`src/rtl/pipe_nreg.sv`:
```
// rtl/pipe_nreg.sv - valid/ready pipeline register chain with bubble collapse
// Defining PIPE_NREG_FLUSH_EN enables the synchronous flush input.
module pipe_nreg #(
  parameter int WIDTH = 8,
  parameter int DEPTH = 2,
  parameter int CW    = $clog2(DEPTH+1)
) (
  input  logic             clk,
  input  logic             rst,
  input  logic             in_valid,
  output logic             in_ready,
  input  logic [WIDTH-1:0] in,
  output logic             out_valid,
  input  logic             out_ready,
  output logic [WIDTH-1:0] out,
  input  logic             flush,
  output logic [CW-1:0]    count
);

  logic [DEPTH-1:0] v;
  logic [DEPTH-1:0] v_nxt;
  logic [DEPTH-1:0] adv;
  logic [WIDTH-1:0] d [DEPTH];
  logic             hold;
  logic             take;

`ifdef PIPE_NREG_FLUSH_EN
  assign hold = flush;
`else
  logic unused_flush;
  assign unused_flush = flush;
  assign hold         = 1'b0;
`endif

  function automatic logic [CW-1:0] popcount(input logic [DEPTH-1:0] b);
    logic [CW-1:0] c;
    c = '0;
    for (int i = 0; i < DEPTH; i++) begin
      c = c + CW'(b[i]);
    end
    return c;
  endfunction

  // Advance ripples from the output back toward the entry, so a full chain
  // can still accept when the consumer drains in the same cycle.
  always_comb begin
    logic chain_adv;
    adv          = '0;
    chain_adv    = v[DEPTH-1] & out_ready & ~hold;
    adv[DEPTH-1] = chain_adv;
    for (int i = DEPTH-2; i >= 0; i--) begin
      chain_adv = v[i] & (~v[i+1] | chain_adv) & ~hold;
      adv[i]    = chain_adv;
    end
  end

  assign in_ready  = ~hold & (~v[0] | adv[0]);
  assign take      = in_valid & in_ready;
  assign out_valid = v[DEPTH-1] & ~hold;
  assign out       = d[DEPTH-1];

  always_comb begin
    v_nxt    = v;
    v_nxt[0] = take | (v[0] & ~adv[0]);
    for (int i = 1; i < DEPTH; i++) begin
      v_nxt[i] = adv[i-1] | (v[i] & ~adv[i]);
    end
    if (hold) begin
      v_nxt = '0;
    end
  end

  always_ff @(posedge clk or posedge rst) begin
    if (rst) begin
      v     <= '0;
      count <= '0;
    end else begin
      v     <= v_nxt;
      count <= popcount(v_nxt);
    end
  end

  // Data only moves with its valid bit; flush leaves it in place.
  always_ff @(posedge clk or posedge rst) begin
    if (rst) begin
      for (int i = 0; i < DEPTH; i++) begin
        d[i] <= '0;
      end
    end else begin
      if (take) begin
        d[0] <= in;
      end
      for (int i = 1; i < DEPTH; i++) begin
        if (adv[i-1]) begin
          d[i] <= d[i-1];
        end
      end
    end
  end

endmodule

```
`config.mk`:
```
export PLATFORM = sky130hd
export DESIGN_NAME = pipe_nreg
export DESIGN_NICKNAME = d
export VERILOG_FILES = /design/src/rtl/pipe_nreg.sv
export SDC_FILE = /design/constraint.sdc
export NUM_CORES = 1
export LEC_CHECK = 0
export CORE_UTILIZATION = 48
export DETAILED_ROUTE_END_ITERATION = 6
export PLACE_DENSITY_LB_ADDON = 0.12
export SLEW_MARGIN = 10
export SYNTH_ARGS = -nofsm -noshare
export SYNTH_HDL_FRONTEND = slang
export SYNTH_SLANG_ARGS = --single-unit
export TNS_END_PERCENT = 10
```
`constraint.sdc`:
```
create_clock -name clk -period 3.4 [get_ports clk]
set_input_delay 1.02 -clock clk [delete_from_list [all_inputs] [get_ports clk]]
set_output_delay 1.02 -clock clk [all_outputs]
set_load 0.005 [all_outputs]
```
## Yosys cells after proc, flatten, opt, wreduce, memory -nomap -nowiden

Cells that the tools add are included.
W data, S select, Z words.

- Bitwise gates (word level): 13
- Add/subtract/negate cells: 1

Operators with widths:

| kind | count |
|---|---|
| $and A1 B1 Y1 | 5 |
| $not A1 Y1 | 4 |
| $or A1 B1 Y1 | 4 |
| $add A1 B1 Y2 | 1 |

- Register bits: 20
- Word-level logic and storage cells: 18
- Output and inout port bits: 12
- Input bits: 13

## Longest topological paths before layout

Gate-level depths: netlist of the first run.

- Word-level depth: 7
- Mapped depth: 3
- Mapped depth without buffers: 3

## Worst setup path after synthesis of the first run

No wires, ideal clock.

- Kind: input-to-output
- Start: input out_ready
- End: output in_ready
- Arrival: 1194 ps
- Slack: 1186 ps
- Stages: 1
- Data required time: 2380 ps
- Path buffers: 0
- Path through: nand3b_4

- Cells in the longest elaborated chain, start to end: 4

Ends and longest elaborated chain:

| what | line | RTL |
|---|---|---|
| from (decl) | 14 | `input logic out_ready,` |
| $and A1 B1 Y1 | 49 | `chain_adv = v[DEPTH-1] & out_ready & ~hold;` |
| $or A1 B1 Y1 | 52 | `chain_adv = v[i] & (~v[i+1] \| chain_adv) & ~hold;` |
| $and A1 B1 Y1 | 52 |  |
| $or A1 B1 Y1 | 57 | `assign in_ready = ~hold & (~v[0] \| adv[0]);` |
| to (decl) | 11 | `output logic in_ready,` |

Every way passes these cells.

## Worst setup path after layout of the first run

Ends and elaborated chain as after synthesis.

==> metrics, run 1 <==
CP arrival 2180 ps; placer congestion estimate 0.6697; main area contributors after synthesis dfrtp_1 (59%), mux2_4 (14%), mux2_2 (11%); Cell Int Power 0.4534 mW; switching pwr 0.1289 mW; pwr/cell area 539.3 mW/mm^2; CTS root buffer clkbuf_4; die area 0.001951 mm^2; row cnt 14; setup bufs post-CTS 0; Gate Count Post-Synth 52; cell total after placement 83; share of cells above drive strength 1 32.39%; H-tree levels 1; Primary FF master, synth dfrtp_1; GRT Util Overall 13.49%; failing checks design-rule violations; clk_skew 1.968 ps; clock power share 22.4%; clock slew at reported path FFs 100 ps; flop2flop setup slack 2220 ps; Sw Ratio 22.14%; Initial Util 54.13%; CTS tree yes; number of max-cap violations 0; TritonRoute pass-1 iters 5; critical path's top delay family buffers and inverters; Post-synth ARST share 100.0%; # diodes 0; Core ar. 0.001577 mm^2; synthesized area per cell 16.41 um^2; initial DRC count 2; worst-skew pair later-pin latency 280 ps; xor and xnor area share after synthesis 0%; crit path to in_ready; share of the synthesized area in the top cell type 58.65%; crit-path cells clkdlybuf4s50_1, nand3b_4, clkdlybuf4s50_1; top-count cell post-synth dfrtp_1; Final #Nets 86; Final Cycle Share 93.98%; fin. max-slew vios 0; drt via density 4.954; CP max-delay cell clkdlybuf4s50_1; mux cell area share after synthesis 24.63%; Mapped Area 853.3 um^2; Inserted Clock Buffers 3; Critical path origin out_ready; Total Wirelength 1091 um; # IOs 25; chip width 44.17 um; Post-CTS Hold Fix Bufs 0; final hold violations 0; Post-Layout Cell Count 87; sequential share of the synthesized area 58.65%; EDFF count, synth 0; chip height 44.17 um; worst-case reg-to-reg path depth 3; Slew headroom 51.30%; GRT met3 Usage 4.082%; vias in the first global route 437; combinational share of power 25.5%; worst path bufs/invs 2; Buffers on Ports 23; main combinational cell family by area after synthesis multiplexers; Crit path top cell by count clkdlybuf4s50_1; Setup violations, final 0; Synth Area in Simple Gates 7.771%; outcome complete, but fails checks; RSZ-0062 raised after global routing no; gr ovfl total 0; Worst-Margin Slew 729.7 ps; Post-route DRC 2; cell taking the most area after synthesis dfrtp_1; Post-synth top cells dfrtp_1 (20), buf_4 (8), mux2_2 (8), mux2_4 (8), nand2b_1 (2); largest net degree at the start of global routing 21; Fmax 313.0 MHz; PostCTS Resize Cnt 0; initial antenna violation count 0; Compound-Gate Fraction of Synth Area 0%; DP HPWL 857.8 um; CP required 2380 ps; GRT met1 Usage 19.41%; crit start category primary input; Pleak 0.4877 nW; global route hottest layer met2; worst min path class reg2reg; setup TNS 0 ps; crit-path max FO 3; first-pass GRT wire length 1966 um; DRT antenna net count 0; Worst Setup End Kind output pin; met2 usage 21.76%; sequential power share 52.1%; WL/cell 12.54 um; yosys warns 0; FF-to-FF Start v[1]; via count 431; Worst R2R End count[0]; minimum hold slack 513.6 ps; synthesized flop and latch total 20; post-synthesis net count 66; CTS Sinks 20; peak supply drop 297.3 uV; Clock Path Buffers 2; Synth cell types 11; Post-Synth Adder-Cell Area 1.466%; CP max stage delay 510 ps; Stages on worst setup path 3; Crit Path Class in2out; Period minus WS final 3195 ps; FILL cells 124; P&R area growth vs syn 26.54%
per-layer routing:
layer | wire length (um) | share of wire [%] | up-vias
met5 | 0 | 0 | -
met1 | 515 | 47 | 214
met4 | 0 | 0 | 0
met3 | 55 | 5.0 | 0
met2 | 520 | 48 | 13
li1 | - | - | 204
per-stage QoR:
step	area, um^2	util [%]	setup slack, ps	power, mW
2_1_floorplan	853.3	-	1186	0.4077
3_3_place_gp	1044	66.19	220.3	0.4556
3_5_place_dp	1044	66.19	201.8	0.4594
4_1_cts	1080	68.49	194.6	0.5891
5_1_grt	1080	68.49	170.4	0.6163
6_report	1080	68.49	204.7	0.5823
sequential cells by signal, summed over array words and instances, names as in the netlist:
name	cells
count	2
out	8
d	8
v	2
power groups by stage:
stage | registers (mW) | clock network (mW) | logic, mW
2_1_floorplan | 0.303 | 0 | 0.104
3_3_place_gp | 0.308 | 0 | 0.148
3_5_place_dp | 0.309 | 0 | 0.150
4_1_cts | 0.304 | 0.134 | 0.151
5_1_grt | 0.309 | 0.148 | 0.159
6_report | 0.303 | 0.130 | 0.148
logic make-up (layout without fill, tap and decap cells):
logic type,count (synthesis),count (layout)
multiplexers,16,16
flip-flops,20,20
adder cells (fa/ha/maj),1,1
buffers and inverters,9,28
AND/OR/NAND/NOR,6,6
layout by cell type, fill, tap and decap left out, types with 2 or more instances in the layout:
cell type / n
nand2b_1: 2
mux2_4: 8
dfrtp_1: 20
clkdlybuf4s50_1: 23
clkbuf_4: 3
mux2_2: 8
layout make-up:
type	count	area (um^2)	share of cell area (%)
repair buffers	23	230.2	21.32
clock buffers	4	36.28	3.360
flip-flops and latches	20	500.5	46.35
multi-input cells	23	289.0	26.77
inverters	1	3.754	0.3476
well taps	16	20.02	1.854
how the worst min path moves through the flow:
stage          cells past startpoint      to  slack, ps   start
2_1_floorplan                      1   d[10]        480   d[10]
3_5_place_dp                       1  out[5]        490  out[5]
4_1_cts                            1  out[5]        520  out[5]
3_3_place_gp                       1  out[1]        490  out[1]
5_1_grt                            1  out[4]        530  out[4]
6_report                           1  out[6]        510  out[6]
Note: power is estimated with default switching activity, not from simulation.
==> run 2: changes to the inputs <==
==> constraint.sdc (replaced) <==
create_clock -name clk -period 3.4 [get_ports clk]
set_input_delay 0.34 -clock clk [delete_from_list [all_inputs] [get_ports clk]]
set_output_delay 0.34 -clock clk [all_outputs]
set_load 0.005 [all_outputs]
==> run 2 against run 1 <==
  * The run still ends with design-rule violations left
  * Utilization unchanged
  * First-iteration DRC count rose by 50%
  * Sequential share of layout area did not move
  * Clock-buffer cell count stayed put
  * Sequential cell count unchanged
  * Total power is 0.70% higher
  * Setup slack improved by 1400 ps
  * Worst hold slack got worse by 59 ps
  * Non-clock buffer count is the same
  * Fmax increased by 75%
  * Clock power about the same
  * Combinational power about the same
==> metrics, run 2 (same netlist as run 1, synthesis figures left out) <==
outcome complete, but fails checks; failing checks design-rule violations; CP max-delay cell clkdlybuf4s50_1; clk_skew 5.890 ps; via count 447; TritonRoute pass-1 iters 6; FF-to-FF Start v[1]; number of max-cap violations 0; final hold violations 0; CP max stage delay 510 ps; chip height 44.17 um; met2 WL 597 um; worst min path class in2async; initial DRC count 3; Total Wirelength 1180 um; Crit Path Class in2out; CTS Sinks 20; Slew headroom 52.24%; placer congestion estimate 0.6569; RSZ-0062 raised after global routing no; P&R area growth vs syn 26.54%; Clock Path Buffers 2; H-tree levels 1; FILL cells 113; Worst R2R End count[0]; most frequent cells in the layout clkdlybuf4s50_1 (23), dfrtp_1 (20), mux2_4 (8), mux2_2 (8), clkbuf_4 (3); crit-path max FO 3; final setup margin 1572 ps; Pleak 0.4877 nW; # IOs 25; Worst Setup End Kind output pin; CP required 3060 ps; peak supply drop 456.2 uV; GRT Util Overall 14.03%; WL met3 63 um; drt via density 5.138; PostCTS Resize Cnt 0; critical path's top delay family buffers and inverters; Inserted Clock Buffers 3; Post-Layout Cell Count 87; CTS root buffer clkbuf_4; commonest non-fill, non-tap cell in the layout clkdlybuf4s50_1; Buffers on Ports 23; chip width 44.17 um; largest net degree at the start of global routing 21; setup TNS 0 ps; worst-skew pair later-pin latency 290 ps; Post-route DRC 2; clock slew at reported path FFs 110 ps; gr ovfl total 0; Post-CTS Hold Fix Bufs 0; CP arrival 1490 ps; Final Cycle Share 53.77%; flop2flop setup slack 2210 ps; Initial Util 54.13%; pwr/cell area 543.1 mW/mm^2; DR top layer met3; Setup violations, final 0; setup bufs post-CTS 0; die area 0.001951 mm^2; worst path bufs/invs 2; Critical path origin out_ready; DRT antenna net count 0; worst-case reg-to-reg path depth 3; crit path to in_ready; row cnt 14; Fmax 546.9 MHz; Stages on worst setup path 3; CTS tree yes; Final Cell Area 0.001080 mm^2; Crit path top cell by count clkdlybuf4s50_1; Worst-Margin Slew 715.6 ps; pre-CTS setup slack 1566 ps; initial antenna violation count 0; vias in the first global route 454; # diodes 0; first-pass GRT wire length 1952 um; fin. max-slew vios 0; crit start category primary input; WL/cell 13.56 um; M1 WL 519 um; share of cells above drive strength 1 32.39%; cell total after placement 83; Period minus WS final 1828 ps; Final #Nets 86; Finished Core Util 68.49%; Core ar. 0.001577 mm^2; crit-path cells clkdlybuf4s50_1, nand3b_4, clkdlybuf4s50_1; placed cell areas 0.001044 mm^2
-- run 2: cell counts in the layout (fill, tap and decap cells not counted) --
No cell type changed its count.
-- run 2: final cells by class --
class / instances / area [um^2] / share of cell area [%]
multi-input combinational: 23 / 289.0 / 26.77
inverter: 1 / 3.754 / 0.3476
tap: 16 / 20.02 / 1.854
timing repair buffer: 23 / 230.2 / 21.32
sequential: 20 / 500.5 / 46.35
clock buffer: 4 / 36.28 / 3.360
-- run 2: stage by stage --
stage	power, mW	hold WS, ps
floorplan	0.4077	303.8
global placement	0.4556	487.8
detailed placement	0.4617	492.8
CTS	0.5926	485.8
global route	0.6142	529.7
finish	0.5864	454.8
-- run 2: power by group --
group          leakage [nW]  internal (mW)  total, mW  switching, mW
Sequential            0.232          0.282      0.304         0.0220
Clock                0.0210         0.0651      0.133         0.0681
Combinational         0.235          0.107      0.150         0.0426
-- run 2: how the worst min path moves through the flow --
stage / startpoint / endpoint / slack, ps / cells after the start
after CTS: rst / v[0] / 490 / 2
final: rst / d[11] / 450 / 2
after global routing: out[2] / out[2] / 530 / 1
after floorplan: rst / count[0] / 300 / 1
after detailed placement: out[2] / out[2] / 490 / 1
after global placement: out[2] / out[2] / 490 / 1
-- run 2: routing by layer --
metal  vias up  track usage, %
met1       229           18.65
met2        13           23.53
met5         -               0
met3         0           4.082
met4         0           1.818
li1        205               -
==> run 3: changes to the inputs <==
CORE_UTILIZATION = 40   (was 48)
clock period = 1.6 ns   (was 3.4 ns; I/O delays follow)
==> run 3 against run 2 <==
  * Utilization down 14 points
  * Via count shrank 2.0%
  * Sequential power up 110%
  * The flow now finishes without violations
  * Largest cell class unchanged
  * Non-clock buffer count increased by 1
  * Register-to-register slack worse by 1800 ps
  * Critical path type is now reg2out
  * Sequential share of layout area is 0.32 points lower
  * Largest power group unchanged
  * Final cell count is 13% higher
  * Sequential cell count is the same
  * Worst hold slack got worse by 270 ps
  * Wire length rose by 7.0%
  * First-iteration DRC count is 33% lower
  * Critical path depth shrank 1
==> metrics, run 3 (same netlist as run 1, synthesis figures left out) <==
outcome complete, no violations; TritonRoute pass-1 iters 2; first-pass GRT wire length 1718 um; Inserted Clock Buffers 3; clock slew at reported path FFs 100 ps; worst-skew pair later-pin latency 290 ps; share of cells above drive strength 1 32.39%; pwr/cell area 1093 mW/mm^2; Buffers on Ports 23; most frequent cells in the layout clkdlybuf4s50_1 (23), dfrtp_1 (20), mux2_4 (8), mux2_2 (8), clkbuf_4 (3); vias in the first global route 357; Initial Util 43.06%; flop2flop setup slack 400 ps; Slew headroom 83.49%; Pleak 0.4854 nW; fin. max-slew vios 0; RSZ-0062 raised after global routing no; Crit Path Class reg2out; PostCTS Resize Cnt 0; Setup violations, final 0; Final #Nets 87; placed cell areas 0.001065 mm^2; Clock Path Buffers 2; worst-case reg-to-reg path depth 3; die area 0.002322 mm^2; final hold violations 0; placer congestion estimate 0.6044; chip width 48.19 um; Post-route DRC 0; CP required 1440 ps; initial DRC count 2; Period minus WS final 1529 ps; CTS Sinks 20; DRT antenna net count 0; gr ovfl total 0; commonest non-fill, non-tap cell in the layout clkdlybuf4s50_1; row cnt 16; Worst R2R End out[1]; peak supply drop 543.1 uV; drt via density 4.469; Worst Setup End Kind output pin; # diodes 0; Post-CTS Hold Fix Bufs 0; Critical path origin v[1]; WL/cell 12.89 um; Final Cell Area 0.001087 mm^2; FILL cells 166; CTS tree yes; number of max-cap violations 0; crit start category flip-flop; largest net degree at the start of global routing 21; FF-to-FF Start v[1]; crit-path max FO 3; setup TNS 0 ps; Final Cycle Share 95.53%; Tot Pwr 1.189 mW; # IOs 25; P&R area growth vs syn 27.42%; crit path to in_ready; CP arrival 1370 ps; Worst-Margin Slew 247.6 ps; worst min path class in2async; setup bufs post-CTS 0; CTS root buffer clkbuf_4; chip height 48.19 um; Core ar. 0.001982 mm^2; Total Wirelength 1263 um; via count 438; GRT Util Overall 11.96%; H-tree levels 1; clk_skew 6.217 ps; Fmax 654.2 MHz; initial antenna violation count 0
==> run 3: changes by cell type in the layout (fill, tap and decap cells not counted) <==
cell	change
buf_4	+1
clkbuf_8	-1
==> run 3: worst min path at each step <==
| stage | start | endpoint | slack (ps) | depth (start not counted) |
|---|---|---|---|---|
| final | rst | d[8] | 180 | 3 |
| after global routing | rst | out[6] | 210 | 3 |
| after CTS | rst | out[4] | 190 | 3 |
| after detailed placement | out[6] | out[6] | 490 | 1 |
| after global placement | out[4] | out[4] | 490 | 1 |
| after floorplan | rst | count[0] | 120 | 1 |
==> run 3: critical path, stage by stage (launching register included) <==
cell             delay [ps]
dfrtp_1                 440
nand3b_4                140
clkdlybuf4s50_1         510
==> run 3: where the power goes <==
part           switching (mW)  internal [mW]  leakage [nW]
sequential             0.0490          0.598         0.232
combinational          0.0883          0.228         0.240
clock                   0.137         0.0874        0.0138
total                   0.274          0.914         0.485
==> run 3: metrics by stage <==
stage	instances	hold slack [ps]	worst slack [ps]	utilization [%]
6_report	98	182.3	71.49	54.86
5_1_grt	98	214.8	3.252	54.86
4_1_cts	98	185.0	47.60	54.86
3_5_place_dp	95	493.3	116.5	53.72
3_3_place_gp	95	487.9	138.0	53.72
2_1_floorplan	52	123.8	465.2	-
==> run 3: routing by layer <==
layer	part of all wire [%]	vias up	track usage, %
li1	-	209	-
met4	0	0	8.333
met5	0	-	0
met2	48	14	15.73
met1	47	215	16.08
met3	4.9	0	4.444
==> run 3: cell type report <==
type,instances,area [um^2],share of cell area [%]
multi-input cells,23,289.0,26.58
well taps,27,33.78,3.107
repair buffers,24,237.7,21.86
inverters,1,3.754,0.3452
flip-flops and latches,20,500.5,46.03
clock buffers,3,22.52,2.071
